$ cat config.mk
export PLATFORM = sky130hd
export DESIGN_NAME = dac_mux_sequencer
export DESIGN_NICKNAME = d
export VERILOG_FILES = /design/src/rtl/dac_mux_sequencer.sv
export SDC_FILE = /design/constraint.sdc
export NUM_CORES = 1
export LEC_CHECK = 0
export ABC_AREA = 1
export CELL_PAD_IN_SITES_DETAIL_PLACEMENT = 0
export CELL_PAD_IN_SITES_GLOBAL_PLACEMENT = 2
export CORE_ASPECT_RATIO = 1.5
export CORE_MARGIN = 3
export CORE_UTILIZATION = 29
export CTS_CLUSTER_SIZE = 8
export DETAILED_ROUTE_END_ITERATION = 8
export GPL_TIMING_DRIVEN = 0
export PLACE_DENSITY = 0.86
export SLEW_MARGIN = 30
export SYNTH_ARGS = -nofsm -noshare
export SYNTH_HDL_FRONTEND = slang
export SYNTH_SLANG_ARGS = --single-unit
$ cat constraint.sdc
create_clock -name clk -period 2.26 [get_ports clk]
set_clock_uncertainty 0.2 [all_clocks]
set_input_delay 0.226 -clock clk [delete_from_list [all_inputs] [get_ports clk]]
set_output_delay 0.226 -clock clk [all_outputs]
set_load 0.05 [all_outputs]
$ cat src/rtl/dac_mux_sequencer.sv
// Drives an analog mux and a DAC7611-class serial DAC (SCLK/SDI/LD/CLR) over NUM_CH channels per frame.
// Optional: define DAC_MUX_CONT_EN for free-running back-to-back frames after a single start.
module dac_mux_sequencer #(
  parameter int NUM_CH     = 4,
  parameter int DATA_W     = 12,
  parameter int CLK_DIV    = 2,
  parameter int SETTLE_CYC = 8,
  parameter int LD_CYC     = 2,
  parameter int CLR_CYC    = 3,
  localparam int CH_W      = (NUM_CH > 1) ? $clog2(NUM_CH) : 1
) (
  input  logic                     clk,
  input  logic                     reset,
  input  logic                     start,
  input  logic                     clr_req,
  input  logic [NUM_CH*DATA_W-1:0] ch_data,
  output logic                     busy,
  output logic                     frame_done,
  output logic [CH_W-1:0]          mux_sel,
  output logic                     mux_en,
  output logic                     dac_sclk,
  output logic                     dac_sdi,
  output logic                     dac_ld_n,
  output logic                     dac_clr_n
);
  localparam int M1      = (SETTLE_CYC > LD_CYC) ? SETTLE_CYC : LD_CYC;
  localparam int M2      = (CLR_CYC > CLK_DIV) ? CLR_CYC : CLK_DIV;
  localparam int CNT_MAX = (M1 > M2) ? M1 : M2;
  localparam int CNT_W   = (CNT_MAX > 1) ? $clog2(CNT_MAX) : 1;
  localparam int BIT_W   = (DATA_W > 1) ? $clog2(DATA_W) : 1;

  typedef enum logic [2:0] {IDLE, CLEAR, SETTLE, SHIFT, LOAD} state_t;

  state_t                    state_q, state_d;
  logic [CNT_W-1:0]          cnt_q, cnt_d;
  logic [CH_W-1:0]           ch_q, ch_d;
  logic [BIT_W-1:0]          bit_q, bit_d;
  logic                      ph_q, ph_d;   // 0: SCLK low phase, 1: SCLK high phase
  logic [NUM_CH*DATA_W-1:0]  data_q, data_d;
  logic                      done_d, run_d, sdi_d;
  logic [DATA_W-1:0]         cur_code;

  always_comb begin
    state_d = state_q;
    cnt_d   = cnt_q;
    ch_d    = ch_q;
    bit_d   = bit_q;
    ph_d    = ph_q;
    data_d  = data_q;
    done_d  = 1'b0;
    unique case (state_q)
      IDLE: begin
        if (clr_req) begin
          state_d = CLEAR;
          cnt_d   = CNT_W'(CLR_CYC - 1);
        end else if (start) begin
          state_d = SETTLE;
          cnt_d   = CNT_W'(SETTLE_CYC - 1);
          ch_d    = '0;
          data_d  = ch_data;
        end
      end
      CLEAR: begin
        if (cnt_q == '0) state_d = IDLE;
        else             cnt_d   = cnt_q - CNT_W'(1);
      end
      SETTLE: begin
        if (cnt_q == '0) begin
          state_d = SHIFT;
          cnt_d   = CNT_W'(CLK_DIV - 1);
          bit_d   = BIT_W'(DATA_W - 1);
          ph_d    = 1'b0;
        end else begin
          cnt_d = cnt_q - CNT_W'(1);
        end
      end
      SHIFT: begin
        if (cnt_q != '0) begin
          cnt_d = cnt_q - CNT_W'(1);
        end else if (!ph_q) begin
          ph_d  = 1'b1;
          cnt_d = CNT_W'(CLK_DIV - 1);
        end else if (bit_q == '0) begin
          state_d = LOAD;
          cnt_d   = CNT_W'(LD_CYC - 1);
        end else begin
          // next bit is presented only as SCLK falls, so SDI is steady across the rise
          bit_d = bit_q - BIT_W'(1);
          ph_d  = 1'b0;
          cnt_d = CNT_W'(CLK_DIV - 1);
        end
      end
      LOAD: begin
        if (cnt_q != '0) begin
          cnt_d = cnt_q - CNT_W'(1);
        end else if (ch_q == CH_W'(NUM_CH - 1)) begin
          done_d = 1'b1;
`ifdef DAC_MUX_CONT_EN
          if (clr_req) begin
            state_d = CLEAR;
            cnt_d   = CNT_W'(CLR_CYC - 1);
          end else begin
            state_d = SETTLE;
            cnt_d   = CNT_W'(SETTLE_CYC - 1);
            ch_d    = '0;
            data_d  = ch_data;
          end
`else
          state_d = IDLE;
`endif
        end else begin
          state_d = SETTLE;
          cnt_d   = CNT_W'(SETTLE_CYC - 1);
          ch_d    = ch_q + CH_W'(1);
        end
      end
      default: state_d = IDLE;
    endcase
  end

  // outputs are registered from next-state values so they line up with the state register
  always_comb begin
    cur_code = data_d[ch_d*DATA_W +: DATA_W];
    run_d    = (state_d == SETTLE) || (state_d == SHIFT) || (state_d == LOAD);
    sdi_d    = (state_d == SHIFT) ? cur_code[bit_d] : 1'b0;
  end

  always_ff @(posedge clk) begin
    if (reset) begin
      state_q    <= IDLE;
      cnt_q      <= '0;
      ch_q       <= '0;
      bit_q      <= '0;
      ph_q       <= 1'b0;
      data_q     <= '0;
      busy       <= 1'b0;
      frame_done <= 1'b0;
      mux_sel    <= '0;
      mux_en     <= 1'b0;
      dac_sclk   <= 1'b1;
      dac_sdi    <= 1'b0;
      dac_ld_n   <= 1'b1;
      dac_clr_n  <= 1'b1;
    end else begin
      state_q    <= state_d;
      cnt_q      <= cnt_d;
      ch_q       <= ch_d;
      bit_q      <= bit_d;
      ph_q       <= ph_d;
      data_q     <= data_d;
      busy       <= (state_d != IDLE);
      frame_done <= done_d;
      mux_sel    <= run_d ? ch_d : '0;
      mux_en     <= run_d;
      dac_sclk   <= !((state_d == SHIFT) && !ph_d);
      dac_sdi    <= sdi_d;
      dac_ld_n   <= (state_d != LOAD);
      dac_clr_n  <= (state_d != CLEAR);
    end
  end
endmodule

# ---- Word level (Yosys, flattened, before mapping)
# Cells that the tools add are included.
dict set report word_totals {
  register_bits 70
  input_bits 52
  out_inout_bits 9
  word_cells 90
}
dict set report classes {
  n_addsub 3
  multipliers 1
  magnitude_cmp 1
  n_eq_ne 13
  shift 1
  n_mux 39
  n_bitwise 3
  reduce_logical 15
}
# operator n
set ops {}
lappend ops {{$mux 48} 3}
lappend ops {{$shiftx 48x7->12} 1}
lappend ops {{$mux 3} 15}
lappend ops {{$pmux 3 s5} 2}
lappend ops {{$mux 4} 4}
lappend ops {{$eq 3x2->1 const B} 4}
lappend ops {{$mux 2} 5}
lappend ops {{$ne 3x3->1 const B} 3}
lappend ops {{$pmux 4 s2} 1}
lappend ops {{$eq 3x3->1 const B} 2}
lappend ops {{$logic_not 3->1} 2}
lappend ops {{$mux 1} 6}
lappend ops {{$reduce_bool 3->1} 2}
lappend ops {{$lt 4x5->1 const B} 1}
lappend ops {{$reduce_bool 5->1} 1}
lappend ops {{$bmux 1 s4} 1}
lappend ops {{$logic_not 4->1} 1}
lappend ops {{$mul 2x2->4 const B} 1}
lappend ops {{$pmux 2 s2} 1}
lappend ops {{$reduce_and 4->1} 1}
lappend ops {{$reduce_or 2->1} 2}
lappend ops {{$sub 4x1->4 const B} 1}
lappend ops {{$eq 3x1->1 const B} 1}
lappend ops {{$ne 3x1->1 const B} 1}
lappend ops {{other kinds (10)} 14}

# ---- Depth between registers and ports, before layout
# Gate-level depths: netlist of run 1.
dict set report logic_depth {
  word_depth 10
  ltp_mapped 16
  ltp_nobuf 15
}

# ---- Worst setup path before layout of run 1
# No wires, ideal clock.
dict set report synth_path {
  path_type {reg2reg}
  start {register cnt_q[0]}
  end {register dac_sdi}
  setup_time_ns 0.117
  arrival_ns 1.671
  t_required_ns 1.943
  path_slack_ns 0.272
  path_stages_with_launch 16
  n_path_buf 1
  synth_period_minus_slack_ns 1.988
  cell_sequence {dfxtp_1 inv_1 ha_1 nand2_4 inv_2 nand2_1 nand3_4 nand2_4 buf_2 nand2_1 nand3_1 nand3_1 nand3_1 nand3_1 nand3_1 a21oi_1}
}
dict set report synth_via {
  elab_chain_len 7
  elab_cells_between_ends 19
  classes_between {mul: 1; eq/ne: 1; shift: 1; mux: 12; bitwise: 1; reduce/logical: 3}
}
# element line
set synth_lines {}
lappend synth_lines {{start, declared} 35} ;# logic [CNT_W-1:0] cnt_q, cnt_d;
lappend synth_lines {{start signal, assigned} 146} ;# cnt_q <= cnt_d;
lappend synth_lines {{$reduce_bool 3->1} {78, 94}}
lappend synth_lines {{$mux 2} 94} ;# if (cnt_q != '0) begin
lappend synth_lines {{$pmux 2 s2} 51} ;# unique case (state_q)
lappend synth_lines {{$mul 2x2->4} 123} ;# cur_code = data_d[ch_d*DATA_W +: DATA_W];
lappend synth_lines {{$shiftx 48x7->12} 123}
lappend synth_lines {{$bmux 1 s4} 125} ;# sdi_d = (state_d == SHIFT) ? cur_code[bit_d] : 1'b0;
lappend synth_lines {{$mux 1 (implied by the code)} 125}
lappend synth_lines {{end signal, assigned} 156} ;# dac_sdi <= sdi_d;
lappend synth_lines {{end, declared} 22} ;# output logic dac_sdi,
# Parallel ways exist; a longest one is shown, timed or not. The select of a mux whose other input is x is not followed.
# A chain may end at the register's enable or synchronous reset.

# ---- Worst setup path in the final report of run 1
# Same ends and word-level chain as after synthesis.

==> results.md, run 1 <==
- The flow ran to the end, and the final reports show no timing, DRC or antenna violations.
- The finished layout holds about 740 standard cells, fillers aside.
- The number of standard-cell rows in the floorplan is 48.
- The total of flip-flops plus latches after synthesis is 70.
- For this run, design rule violations remaining after detail routing come to 0.
- The count of final max-slew check failures is 0.
- The kind of start point of the critical path is a flop.
- The top cell types in the final layout, fill and taps aside, are 105 x sky130_fd_sc_hd__nand2_1, 71 x sky130_fd_sc_hd__inv_1, 65 x sky130_fd_sc_hd__nor2_1, 65 x sky130_fd_sc_hd__dfxtp_1, 59 x sky130_fd_sc_hd__clkdlybuf4s50_1.
- The path category of the worst min-delay check is input port to flop.
- The worst setup path category is flop to flop.
- For this run, the number of Yosys warnings is 0.
- The peak ir drop on the vdd network is about 0.40 mV.
- Entering global routing, the biggest net connects 14 pins.
- Setup slack on the critical path of the routed design comes to 0.125 ns.
- Of the total synthesized cell area, the portion taken by full adders, half adders and majority gates is 0.0106.
- The first routing iteration left 86 violations.
- In the finished design, the share of the clock period the worst path needs comes to 0.945.
- The arrival time at the worst endpoint is between 2 and 2.5 ns.
- The post-synthesis compound-gate area fraction is 0.113.
- The number of standard cells after synthesis is 506.
- Of the total synthesized cell area, the portion taken by XOR and XNOR cells is 0.00248.
- Averaged over all synthesized cells, the footprint is ~7 um2.
- In this design, the critical path's most frequently occurring cell is sky130_fd_sc_hd__nand3_1.
- The power after layout is around 4000 uW.
- The total placed instance area is 0.00431 mm2.
- The chip height is roughly 140 um.
- TritonCTS built the clock tree.
- The final-layout fill cell count is 1248.
- For this block, the via count after detailed routing is about 3400.
- The highest fanout seen on the critical path is 10.
- The residual antenna-violating net count after detailed routing is 0.
- The relative area change from synthesis to final layout is 38.4%.
- After detailed routing, the average wire length per cell comes to between 10 and 15 um.
- The synthesized design spends more area on one cell type than any other, namely sky130_fd_sc_hd__dfxtp_1.
- The number of different library cells used by synthesis comes to 39.
- In this run the tightest slew margin relative to its limit is 0.522.
- The area enclosed by the die boundary is roughly 0.014 mm2.
- The number of detailed-routing iterations run before antenna repair is 4.
- In this run the standard cell core region covers approximately 0.012 mm2.
- The sink count of the clock tree is 70.
- By area, the combinational part of the netlist is dominated by simple AND/OR/NAND/NOR gates.
- The post-placement cell count is around 720.
- The number of diodes added for antenna fixing is 0.
- The standby leakage power is 0.00223 uW.
- The post-synth net total is between 500 and 600.
- Traced cell by cell, the critical path runs through inv_2 -> ha_2 -> nand2_4 -> nor2_1 -> a21oi_2 -> nor2_4 -> inv_2 -> buf_8 -> nand3_1 -> nand3_1 -> nand3_1 -> nand3_1 -> nand3_2 -> a21oi_2.
- In this run the clock root is driven by a sky130_fd_sc_hd__clkbuf_16.
- The number of nets in the layout is approximately 640.
- The count of buffers added on input and output ports is 60.
- On the worst path, the slowest cell contributes a delay of 0.32 ns.
- The total half-perimeter wirelength after legalization and detailed placement is ~7.7 mm.
- The top cell type's share of synthesized area is 0.398.
- The finished cells cover between 0.004 and 0.005 mm2.
- The initial utilization of the core area, before any placement, comes to 0.301.
- The smallest clock period supported by the final layout is computed as 2.14 ns.
- During I/O placement, the number of pins put on the boundary was just over 60.
- For this run, the top clock speed supported by timing is 0.468 GHz.
- The global placement routability congestion is roughly 0.76.
- The number of hold violations in the final report was 0.
- The clock passes through at most 2 buffers.
- The basic-gate share of the synthesized area counting and, or, nand and nor cells is 0.335.
- The number of violations of the max-capacitance limit is 0.
- The critical path required time is approximately 2.3 ns.
- CTS built an H-tree with a depth of 3.
- The final number of setup-violating endpoints is 0.
- In this run, CTS created clock tree buffers numbering 9.
- The detailed-route vias per instance is between 4 and 5.
- The setup slack at placement is -0.511 ns.
- By area the synthesized netlist is led by sky130_fd_sc_hd__dfxtp_1 40%, sky130_fd_sc_hd__nand2_1 12%, sky130_fd_sc_hd__inv_1 7.9%.
- The first-pass GRT wire length is approximately 16 mm.
- The later pin in the worst-skew pair is clocked with a latency of roughly 0.34 ns.
- The area of the mapped netlist is around 0.0035 mm2.
- The number of global-route vias before repair came to ~3400.
- The category of the worst setup path capture point is a flop.
- Summed over all layers, the global routing overflow is 0.
- The power density over cell area is about 820 mW/mm2.
- Summed over all layers, the routed wires come to around 10 mm.
- In the final layout, the share of cells above drive strength 1 is 0.165.
- Of the post-synthesis cell area, the part taken by muxes is 0.00852.
- The clock-pin slew of the registers on the worst-case setup and hold paths is around 0.060 ns.
- Among all stages on the critical path, the largest delay is contributed by sky130_fd_sc_hd__dfxtp_2.
- For this run, the register share of the synthesized area comes to 0.398.
- In the global route stage, overall resource usage came out at 0.161.
- The setup slack of the worst register-to-register path is ~0.13 ns.
- The most common cell after layout, fill and taps aside is sky130_fd_sc_hd__nand2_1.
- The transition at the pin with the smallest max-transition slack is approximately 0.72 ns.
- The floorplan step set the die width to just under 100 um.
- The number of antenna violations at the first check in global routing came to 0.
[path summary, 6_finish.rpt]
check	startpoint	to	cells past startpoint
max	cnt_q[0]$_SDFFE_PP0P_	dac_sdi$_SDFF_PP0_	14
min	clr_req	cnt_q[2]$_SDFFE_PP0P_	4
max reg2reg	cnt_q[0]$_SDFFE_PP0P_	dac_sdi$_SDFF_PP0_	14
min reg2reg	data_q[44]$_SDFF_PP0_	data_q[44]$_SDFF_PP0_	2
[logic make-up (layout without fill, tap and decap cells)]
group / Yosys count / count (layout)
AND/OR/NAND/NOR: 253 / 253
buffers and inverters: 103 / 190
AO/OA/AOI/OAI: 73 / 73
flip-flops: 70 / 70
adder cells (fa/ha/maj): 3 / 3
multiplexers: 3 / 3
XOR/XNOR: 1 / 1
[power breakdown]
group / internal, uW / switching (uW) / leakage (uW)
Sequential: 1360 / 49.5 / 0.000575
Clock: 967 / 563 / 0.000148
Combinational: 417 / 654 / 0.00150
[sequential cells by signal, indices dropped and copies added, names as in the netlist, 2 cells and up]
| register | count |
|---|---|
| data_q | 48 |
| ch_q | 2 |
| cnt_q | 3 |
| state_q | 3 |
| bit_q | 4 |
| mux_sel | 2 |
[layout make-up]
cell class | instances | area (um2) | share of cell area
inverters | 82 | 319 | 0.0654
clock buffers | 9 | 225 | 0.0462
multi-input cells | 333 | 1770 | 0.362
clock inverters | 7 | 96.3 | 0.0197
flip-flops and latches | 70 | 1410 | 0.289
repair buffers | 71 | 686 | 0.141
plain buffers | 21 | 189 | 0.0387
well taps | 150 | 188 | 0.0385
[per-layer routing]
metal / vias up / global-route usage / part of all wire
li1: 1759 / - / -
met1: 1540 / 0.177 / 0.42
met2: 69 / 0.284 / 0.52
met3: 16 / 0.0368 / 0.040
met4: 0 / 0.0765 / 0.030
met5: - / 0 / 0
[repair_timing]
action                     CTS  global route
pin swaps                    6             9
setup endpoints to repair    2             4
gates resized for setup     12            50
hold buffers                 0             0
setup buffers                7             4
[stage by stage]
step	setup TNS (ns)	util	hold WS [ns]
floorplan	0	-	0.122
global placement	-0.816	0.368	0.259
detailed placement	-0.806	0.368	0.271
CTS	0	0.403	0.279
global route	-0.00749	0.417	0.257
finish	0	0.417	0.224
[worst max-delay path: cells and delay by family, from the launching register on]
family	cells	cell delay, ns
adders and majority gates	1	0.19
DFF	1	0.32
and+or+nand+nor	8	0.73
buffers and inverters	3	0.28
AOI/OAI and AO/OA	2	0.34
[synth_stat cells]
| cell type | n |
|---|---|
| sky130_fd_sc_hd__clkinv_1 | 1 |
| sky130_fd_sc_hd__nor4_1 | 1 |
| sky130_fd_sc_hd__nand2_4 | 2 |
| sky130_fd_sc_hd__nand4_1 | 3 |
| sky130_fd_sc_hd__a41oi_1 | 1 |
| sky130_fd_sc_hd__inv_2 | 7 |
| sky130_fd_sc_hd__inv_1 | 74 |
| sky130_fd_sc_hd__nor3_1 | 2 |
| sky130_fd_sc_hd__nand3_2 | 2 |
| sky130_fd_sc_hd__nor2_8 | 1 |
| sky130_fd_sc_hd__nand4_2 | 1 |
| sky130_fd_sc_hd__o211ai_1 | 2 |
| sky130_fd_sc_hd__nor2_2 | 2 |
| sky130_fd_sc_hd__nand3_4 | 1 |
| sky130_fd_sc_hd__a32o_1 | 1 |
| sky130_fd_sc_hd__nor2_4 | 6 |
| sky130_fd_sc_hd__nor2_1 | 66 |
| sky130_fd_sc_hd__nand2_1 | 109 |
| sky130_fd_sc_hd__buf_6 | 9 |
| sky130_fd_sc_hd__nand3_1 | 48 |
| sky130_fd_sc_hd__mux2i_1 | 3 |
| sky130_fd_sc_hd__a31oi_1 | 1 |
| sky130_fd_sc_hd__a21oi_2 | 1 |
| sky130_fd_sc_hd__o21ai_1 | 11 |
| sky130_fd_sc_hd__o21ai_0 | 36 |
| sky130_fd_sc_hd__xor2_1 | 1 |
| sky130_fd_sc_hd__dfxtp_1 | 70 |
| sky130_fd_sc_hd__a32oi_1 | 1 |
| sky130_fd_sc_hd__nand2_2 | 4 |
| sky130_fd_sc_hd__buf_4 | 3 |
| sky130_fd_sc_hd__buf_2 | 3 |
| sky130_fd_sc_hd__nand4_4 | 1 |
| sky130_fd_sc_hd__nand3b_1 | 3 |
| sky130_fd_sc_hd__a21oi_1 | 16 |
| sky130_fd_sc_hd__or2_2 | 1 |
| sky130_fd_sc_hd__ha_1 | 3 |
| sky130_fd_sc_hd__clkbuf_1 | 6 |
| sky130_fd_sc_hd__o211a_1 | 1 |
| sky130_fd_sc_hd__a211oi_1 | 2 |
(Power assumes the default switching activity.)
==> run 2: changes to the inputs <==
- CORE_ASPECT_RATIO: 1.5 -> 2
==> run 2 against run 1 <==
Combinational power is essentially flat. Sequential power barely moved. Via count down 2.0%. Routed wire length decreased by 0.34%. Power decreased by 3.1%. Non-clock buffer count decreased by 5. Count of clock-buffer cells in the layout grew 2. Clock power decreased by 10%. Critical path depth did not move. Highest routed layer unchanged.
==> results.md, run 2 (same netlist as run 1, synthesis figures left out) <==
- Run status: finished, final reports clean (unchanged).
- The global placement routability congestion is 0.871 (was 0.762).
- The chip height came to 162 um (was 141 um).
- The buffer cell driving the clock tree root is sky130_fd_sc_hd__clkbuf_16 (unchanged).
- The longest individual stage delay on the worst path is 0.45 ns (was 0.32 ns).
- The startpoint of the most critical hold path is clr_req (unchanged).
- The final routed DRC violation total is 0 (unchanged).
- The post-layout worst setup margin is 0.137 ns (was 0.125 ns).
- The final-layout fill cell count is 1259 (was 1248).
- The number of diodes added for antenna fixing is 0 (unchanged).
- The number of violations of the max-capacitance limit is 0 (unchanged).
- Cell Chain, Critical Path: clkdlybuf4s50_1 -> inv_1 -> nor2_4 -> nand3_2 -> buf_6 -> buf_6 -> o21ai_0 -> nand2_1 -> nand3_1 -> nand3_1 -> nand3_1 -> nand3_1 -> nand3_2 -> a21oi_2 (was inv_2 -> ha_2 -> nand2_4 -> nor2_1 -> a21oi_2 -> nor2_4 -> inv_2 -> buf_8 -> nand3_1 -> nand3_1 -> nand3_1 -> nand3_1 -> nand3_2 -> a21oi_2).
- The number of buffers created by CTS came to 9 (unchanged).
- The power after layout is 3890 uW (was 4010 uW).
- The highest fanout seen on the critical path is 10 (unchanged).
- The met2 routing resource usage after global routing is 0.309 (was 0.284).
- The power density over cell area is 818 mW/mm2 (was 823 mW/mm2).
- The relative area change from synthesis to final layout is 34.9% (was 38.4%).
- The total placed instance area is 0.00431 mm2 (about the same).
- The worst-skew pair later-pin latency is 0.33 ns (was 0.34 ns).
- The sequential cell area in the final layout was 0.00141 mm2 (about the same).
- The standby leakage power came to 0.00218 uW (was 0.00223 uW).
- The number of detailed-routing iterations run before antenna repair is 4 (unchanged).
- The clock-pin slew of the registers on the worst-case setup and hold paths is 0.05 ns (was 0.06 ns).
- The post-route cell area is 0.00475 mm2 (was 0.00488 mm2).
- The most utilized layer in the global route result is met2 (unchanged).
- The setup slack at placement came to -0.408 ns (was -0.511 ns).
- The kind of start point of the critical path was an input port (was flop).
- The proportion of layout cells with a drive suffix above 1 is 0.138 (was 0.165).
- The met1 track demand over resource in global routing is 0.153 (was 0.177).
- The family with the most delay on the worst path is buffers and inverters (was simple AND/OR/NAND/NOR gates).
- The total half-perimeter wirelength after legalization and detailed placement is 8.15 mm (was 7.68 mm).
- The peak clock frequency supported by timing is 0.471 GHz (was 0.468 GHz).
- The detailed-route wire length per cell is 14.0 um (was 13.9 um).
- The number of global-route vias before repair is 3362 (was 3391).
- The core occupancy in the finished layout came to 0.404 (was 0.417).
- The total routing usage reported by global routing is 0.157 (was 0.161).
- The shortest clock period the worst path allows after layout came to 2.12 ns (was 2.14 ns).
- The number of levels the H-tree was split into was 3 (unchanged).
- The transition at the pin with the smallest max-transition slack is 0.650 ns (was 0.717 ns).
- The quantity of I/O buffers inserted on ports is 60 (unchanged).
- The final number of setup-violating endpoints is 0 (unchanged).
- The count of buffer and inverter cells on the critical path is 4 (was 3).
- The maximum count of clock buffers along a single path is 2 (unchanged).
- The placeable core region is 0.0118 mm2 (was 0.0117 mm2).
- The register with the highest flop count is data_q (unchanged).
- The most common cell after layout, fill and taps aside is sky130_fd_sc_hd__nand2_1 (unchanged).
- The arrival time at the worst endpoint came to 2.14 ns (was 2.20 ns).
- The maximum number of pins on one net before global-route repair is 12 (was 14).
- The number of flip-flops in the largest register is 48 (unchanged).
- The cell at the slowest stage of the critical path is sky130_fd_sc_hd__clkdlybuf4s50_1 (was sky130_fd_sc_hd__dfxtp_2).
- The peak ir drop on the vdd network is 0.368 mV (was 0.400 mV).
- The sink count of the clock tree is 70 (unchanged).
- The path category of the worst min-delay check is input port to flop (unchanged).
- The number of hold-repair buffers added at the cts stage is 0 (unchanged).
- The worst setup path category is input port to flop (was flop to flop).
- The number of standard-cell rows in the floorplan is 56 (was 48).
- The residual antenna-violating net count after detailed routing is 0 (unchanged).
- The first-pass GRT wire length is 16.5 mm (about the same).
- The category of the worst setup path capture point is a flop (unchanged).
- The critical path required time is 2.28 ns (was 2.33 ns).
- The number of antenna violations at the first check in global routing came to 0 (unchanged).
- The number of hold violations in the final report came to 0 (unchanged).
- The remaining max-slew budget at the tightest pin is 0.567 (was 0.522).
- The detailed-route vias per instance is 4.53 (was 4.55).
- The starting density of the core came to 0.299 (was 0.301).
- Setup repair after global routing could not meet its margin everywhere.
- The number of top-level pins was 61 (unchanged).
- Commonest cells after routing, fill and taps aside: 107 x sky130_fd_sc_hd__nand2_1, 71 x sky130_fd_sc_hd__inv_1, 67 x sky130_fd_sc_hd__dfxtp_1 (was 105 x sky130_fd_sc_hd__nand2_1, 71 x sky130_fd_sc_hd__inv_1, 65 x sky130_fd_sc_hd__nor2_1, 65 x sky130_fd_sc_hd__dfxtp_1, 59 x sky130_fd_sc_hd__clkdlybuf4s50_1).
- The width of the die is 84.0 um (was 96.0 um).
- The area enclosed by the die boundary is 0.0136 mm2 (was 0.0135 mm2).
- The total area of multi-input combinational cells is 0.00173 mm2 (was 0.00177 mm2).
- The detailed-route via count is 3316 (was 3384).
- The launch point of the critical path was start (was cnt_q[0]$_SDFFE_PP0P_).
- The met3 track utilization from global routing is 0.0254 (was 0.0368).
- The number of nets in the layout is 638 (was 643).
- The TritonCTS clock tree is done (unchanged).
- The total global routing overflow is 0 (unchanged).
- The part of the cycle the worst path needs came to 0.939 (was 0.945).
- The post-detailed-routing wire length came to 10.3 mm (about the same).
- The count of final max-slew check failures is 0 (unchanged).
- The cell type with the highest occurrence count on the critical path is sky130_fd_sc_hd__nand3_1 (unchanged).
- The first-iteration detailed-routing DRC count is 152 (was 86).
- Registers with the highest flip-flop counts: data_q: 48 flops, bit_q: 4 flops (unchanged).
- The reg-to-reg critical path startpoint is cnt_q[0]$_SDFFE_PP0P_ (unchanged).
[run 2: final cells by class]
cell class              instances  share of cell area
repair buffers                 66               0.139
inverters                      82              0.0666
plain buffers                  21              0.0368
well taps                     145              0.0382
clock buffers                  11              0.0511
clock inverters                 4              0.0100
flip-flops and latches         70               0.296
multi-input cells             333               0.363
[run 2: worst paths after layout]
path | to | slack (ns) | cells after the start
hold / removal | cnt_q[0]$_SDFFE_PP0P_ | 0.25 | 4
hold reg to reg | data_q[45]$_SDFF_PP0_ | 0.27 | 2
setup / recovery | dac_sdi$_SDFF_PP0_ | 0.14 | 14
setup reg to reg | dac_sdi$_SDFF_PP0_ | 0.14 | 13
[run 2: metrics by stage]
step / TNS (ns) / instances / hold WS, ns
2_1_floorplan: 0 / 506 / 0.122
3_3_place_gp: -0.849 / 711 / 0.260
3_5_place_dp: -0.902 / 711 / 0.268
4_1_cts: -0.00442 / 726 / 0.277
5_1_grt: -0.0127 / 732 / 0.295
6_report: 0 / 732 / 0.246
[run 2: worst reg2reg max path: stages, from the launching register on]
cell and delay [ns]:
sky130_fd_sc_hd__dfxtp_1 0.30, sky130_fd_sc_hd__inv_2 0.08, sky130_fd_sc_hd__ha_2 0.19, sky130_fd_sc_hd__nand2_4 0.08
sky130_fd_sc_hd__buf_12 0.14, sky130_fd_sc_hd__nor2_4 0.14, sky130_fd_sc_hd__nand2_2 0.16, sky130_fd_sc_hd__nand2_1 0.15
sky130_fd_sc_hd__nor2_4 0.06, sky130_fd_sc_hd__inv_1 0.14, sky130_fd_sc_hd__nand3_1 0.10, sky130_fd_sc_hd__nand3_1 0.10
sky130_fd_sc_hd__nand3_2 0.08, sky130_fd_sc_hd__a21oi_2 0.14
[run 2: power breakdown]
| part | switching (uW) | internal, uW | leakage [uW] |
|---|---|---|---|
| logic | 663 | 441 | 0.00146 |
| clock network | 501 | 873 | 0.000141 |
| registers | 50.5 | 1360 | 0.000574 |
[run 2: repair_timing]
action	CTS	global route
pin swaps	3	6
setup buffers	0	6
endpoints found under the setup margin	3	5
resized for setup	12	35
[run 2: routing by layer]
layer	vias to the layer above	part of all wire
li1	1745	-
met1	1502	0.37
met2	49	0.57
met3	20	0.024
met4	0	0.035
met5	-	0
==> run 3: changes to the inputs <==
- PLACE_DENSITY: 0.86 -> default
- PLACE_DENSITY_LB_ADDON: default -> 0.1
- RECOVER_POWER: default -> 100
==> run 3 against run 2 <==
Final area increased by 2.7%. Via count increased by 2.8%. First-iteration DRC count increased by 0.66%. Routed wire length increased by 7.2%. Largest power group unchanged.
==> results.md, run 3 (same netlist as run 1, synthesis figures left out) <==
- Run status: finished, final reports clean (unchanged).
- The buffer cell driving the clock tree root is sky130_fd_sc_hd__clkbuf_16 (unchanged).
- The number of violations of the max-capacitance limit was 0 (unchanged).
- The chip height came to 162 um (unchanged).
- The placeable core region was 0.0118 mm2 (unchanged).
- The number of hold-repair buffers added at the cts stage is 0 (unchanged).
- The first-iteration detailed-routing DRC count is 153 (was 152).
- The starting density of the core is 0.299 (unchanged).
- The remaining max-slew budget at the tightest pin is 0.525 (was 0.567).
- The setup slack of the worst register-to-register path is 0.12 ns (was 0.14 ns).
- The number of global-route vias before repair is 3398 (was 3362).
- The final-layout fill cell count is 1267 (was 1259).
- The final number of setup-violating endpoints is 0 (unchanged).
- The total half-perimeter wirelength after legalization and detailed placement came to 8.45 mm (was 8.15 mm).
- The post-detailed-routing wire length is 11.0 mm (was 10.3 mm).
- The final hold slack is 0.227 ns (was 0.246 ns).
- The most common cell after layout, fill and taps aside is sky130_fd_sc_hd__nand2_1 (unchanged).
- The sink count of the clock tree is 70 (unchanged).
- The highest fanout seen on the critical path is 10 (unchanged).
- The part of the cycle the worst path needs is 0.948 (was 0.939).
- The number of hold violations in the final report is 0 (unchanged).
- The quantity of I/O buffers inserted on ports is 60 (unchanged).
- The worst setup path category is input port to flop (unchanged).
- The total negative slack is 0 ns (unchanged).
- Commonest cells after routing, fill and taps aside: 104 x sky130_fd_sc_hd__nand2_1, 70 x sky130_fd_sc_hd__inv_1, 66 x sky130_fd_sc_hd__dfxtp_1 (was 107 x sky130_fd_sc_hd__nand2_1, 71 x sky130_fd_sc_hd__inv_1, 67 x sky130_fd_sc_hd__dfxtp_1).
- The maximum count of clock buffers along a single path is 2 (unchanged).
- The total routing usage reported by global routing is 0.167 (was 0.157).
- The residual antenna-violating net count after detailed routing was 0 (unchanged).
- The number of flip-flops in the largest register came to 48 (unchanged).
- The relative area change from synthesis to final layout was 38.5% (was 34.9%).
- The total global routing overflow is 0 (unchanged).
- The number of diodes added for antenna fixing is 0 (unchanged).
- The clock-pin slew of the registers on the worst-case setup and hold paths is 0.06 ns (was 0.05 ns).
- The number of buffers created by CTS is 9 (unchanged).
- The number of top-level pins is 61 (unchanged).
- The count of final max-slew check failures was 0 (unchanged).
- The width of the die was 84.0 um (unchanged).
- The endpoint of the worst hold-timing path is cnt_q[2]$_SDFFE_PP0P_ (was cnt_q[0]$_SDFFE_PP0P_).
- The register with the highest flop count is data_q (unchanged).
- The first-pass GRT wire length is 17.4 mm (was 16.5 mm).
- The reg-to-reg critical path startpoint is cnt_q[0]$_SDFFE_PP0P_ (unchanged).
- The category of the worst setup path capture point is a flop (unchanged).
- The area enclosed by the die boundary is 0.0136 mm2 (unchanged).
- The peak clock frequency supported by timing was 0.467 GHz (was 0.471 GHz).
- The detailed-route vias per instance is 4.61 (was 4.53).
- The startpoint of the most critical hold path is clr_req (unchanged).
- The worst-skew pair later-pin latency is 0.33 ns (about the same).
- The standby leakage power came to 0.00223 uW (was 0.00218 uW).
- The arrival time at the worst endpoint is 2.16 ns (was 2.14 ns).
- The number of standard-cell rows in the floorplan is 56 (unchanged).
- The critical path required time is 2.28 ns (about the same).
- The worst hold path cell count is 4 (unchanged).
- The global placement routability congestion is 0.784 (was 0.871).
- The number of levels the H-tree was split into is 3 (unchanged).
- The shortest clock period the worst path allows after layout is 2.14 ns (was 2.12 ns).
- The final routed DRC violation total is 0 (unchanged).
- Registers with the highest flip-flop counts: data_q: 48 flops, bit_q: 4 flops (unchanged).
- The proportion of layout cells with a drive suffix above 1 is 0.170 (was 0.138).
- The power density over cell area is 806 mW/mm2 (was 818 mW/mm2).
- The power after layout was 3930 uW (was 3890 uW).
- The path category of the worst min-delay check is input port to flop (unchanged).
- The number of antenna violations at the first check in global routing came to 0 (unchanged).
- The number of nets in the layout is 644 (was 638).
- The TritonCTS clock tree is done (unchanged).
- The critical register-to-register path endpoint is dac_sdi$_SDFF_PP0_ (unchanged).
- The transition at the pin with the smallest max-transition slack is 0.712 ns (was 0.650 ns).
- The number of detailed-routing iterations run before antenna repair is 4 (unchanged).
- The peak ir drop on the vdd network is 0.406 mV (was 0.368 mV).
- The detailed-route via count was 3410 (was 3316).
- The detailed-route wire length per cell is 14.9 um (was 14.0 um).
- The depth of the worst register-to-register path came to 14 (was 13).
- The maximum number of pins on one net before global-route repair was 12 (unchanged).
- The kind of start point of the critical path was an input port (unchanged).
==> run 3: stage by stage <==
stage / util / instance area [um2] / worst slack [ns] / instances
3_5_place_dp: 0.366 / 4310 / -0.456 / 711
6_report: 0.415 / 4880 / 0.118 / 739
3_3_place_gp: 0.366 / 4310 / -0.474 / 711
4_1_cts: 0.395 / 4650 / -0.0111 / 731
5_1_grt: 0.415 / 4880 / -0.00204 / 739
2_1_floorplan: - / 3520 / 0.272 / 506
==> run 3: cell type report <==
| class | count | area (um2) | share of cell area |
|---|---|---|---|
| buffer | 21 | 185 | 0.0379 |
| clock buffer | 12 | 236 | 0.0484 |
| clock inverter | 4 | 47.5 | 0.00974 |
| inverter | 82 | 322 | 0.0659 |
| multi-input combinational | 333 | 1810 | 0.370 |
| sequential | 70 | 1410 | 0.289 |
| tap | 145 | 181 | 0.0372 |
| timing repair buffer | 72 | 693 | 0.142 |
==> run 3: worst max-delay path: stages <==
cell and delay [ns]:
sky130_fd_sc_hd__clkdlybuf4s50_1 0.46, sky130_fd_sc_hd__inv_1 0.06, sky130_fd_sc_hd__nor2_4 0.16, sky130_fd_sc_hd__nand3_4 0.11, sky130_fd_sc_hd__buf_8 0.17, sky130_fd_sc_hd__buf_6 0.15
sky130_fd_sc_hd__o21ai_0 0.29, sky130_fd_sc_hd__o211ai_1 0.15, sky130_fd_sc_hd__nand3_1 0.12, sky130_fd_sc_hd__nand3_1 0.09, sky130_fd_sc_hd__nand3_1 0.11, sky130_fd_sc_hd__a21oi_2 0.06
==> run 3: worst max path at each step <==
stage | to | slack (ns) | from | cells after the start
floorplan | dac_sdi$_SDFF_PP0_ | 0.27 | cnt_q[0]$_SDFFE_PP0P_ | 15
global placement | dac_sdi$_SDFF_PP0_ | -0.47 | clr_req | 13
detailed placement | dac_sdi$_SDFF_PP0_ | -0.46 | clr_req | 13
CTS | cnt_q[0]$_SDFFE_PP0P_ | -0.01 | cnt_q[0]$_SDFFE_PP0P_ | 14
global route | dac_sdi$_SDFF_PP0_ | -0.002 | start | 15
finish | dac_sdi$_SDFF_PP0_ | 0.12 | start | 12
==> run 3: repair_timing <==
| action | in CTS | in global routing |
|---|---|---|
| endpoints found under the setup margin | 3 | 5 |
| gates cloned | 0 | 0 |
| resized for setup | 16 | 56 |
| pin swaps | 3 | 11 |
| setup buffers | 4 | 8 |
==> run 3: per-layer routing <==
metal  routed length (um)  track usage  vias up
li1                     -            -     1763
met1                 4150        0.168     1575
met2                 6330        0.331       61
met3                  356       0.0294       11
met4                  187       0.0630        0
met5                    0            0        -
==> run 3: power by group <==
group          internal [uW]  switching [uW]  total (uW)  leakage, uW
logic                    444             690        1130      0.00152
registers               1360            52.2        1420     0.000575
clock network            852             533        1380     0.000137
total                   2660            1270        3930      0.00223
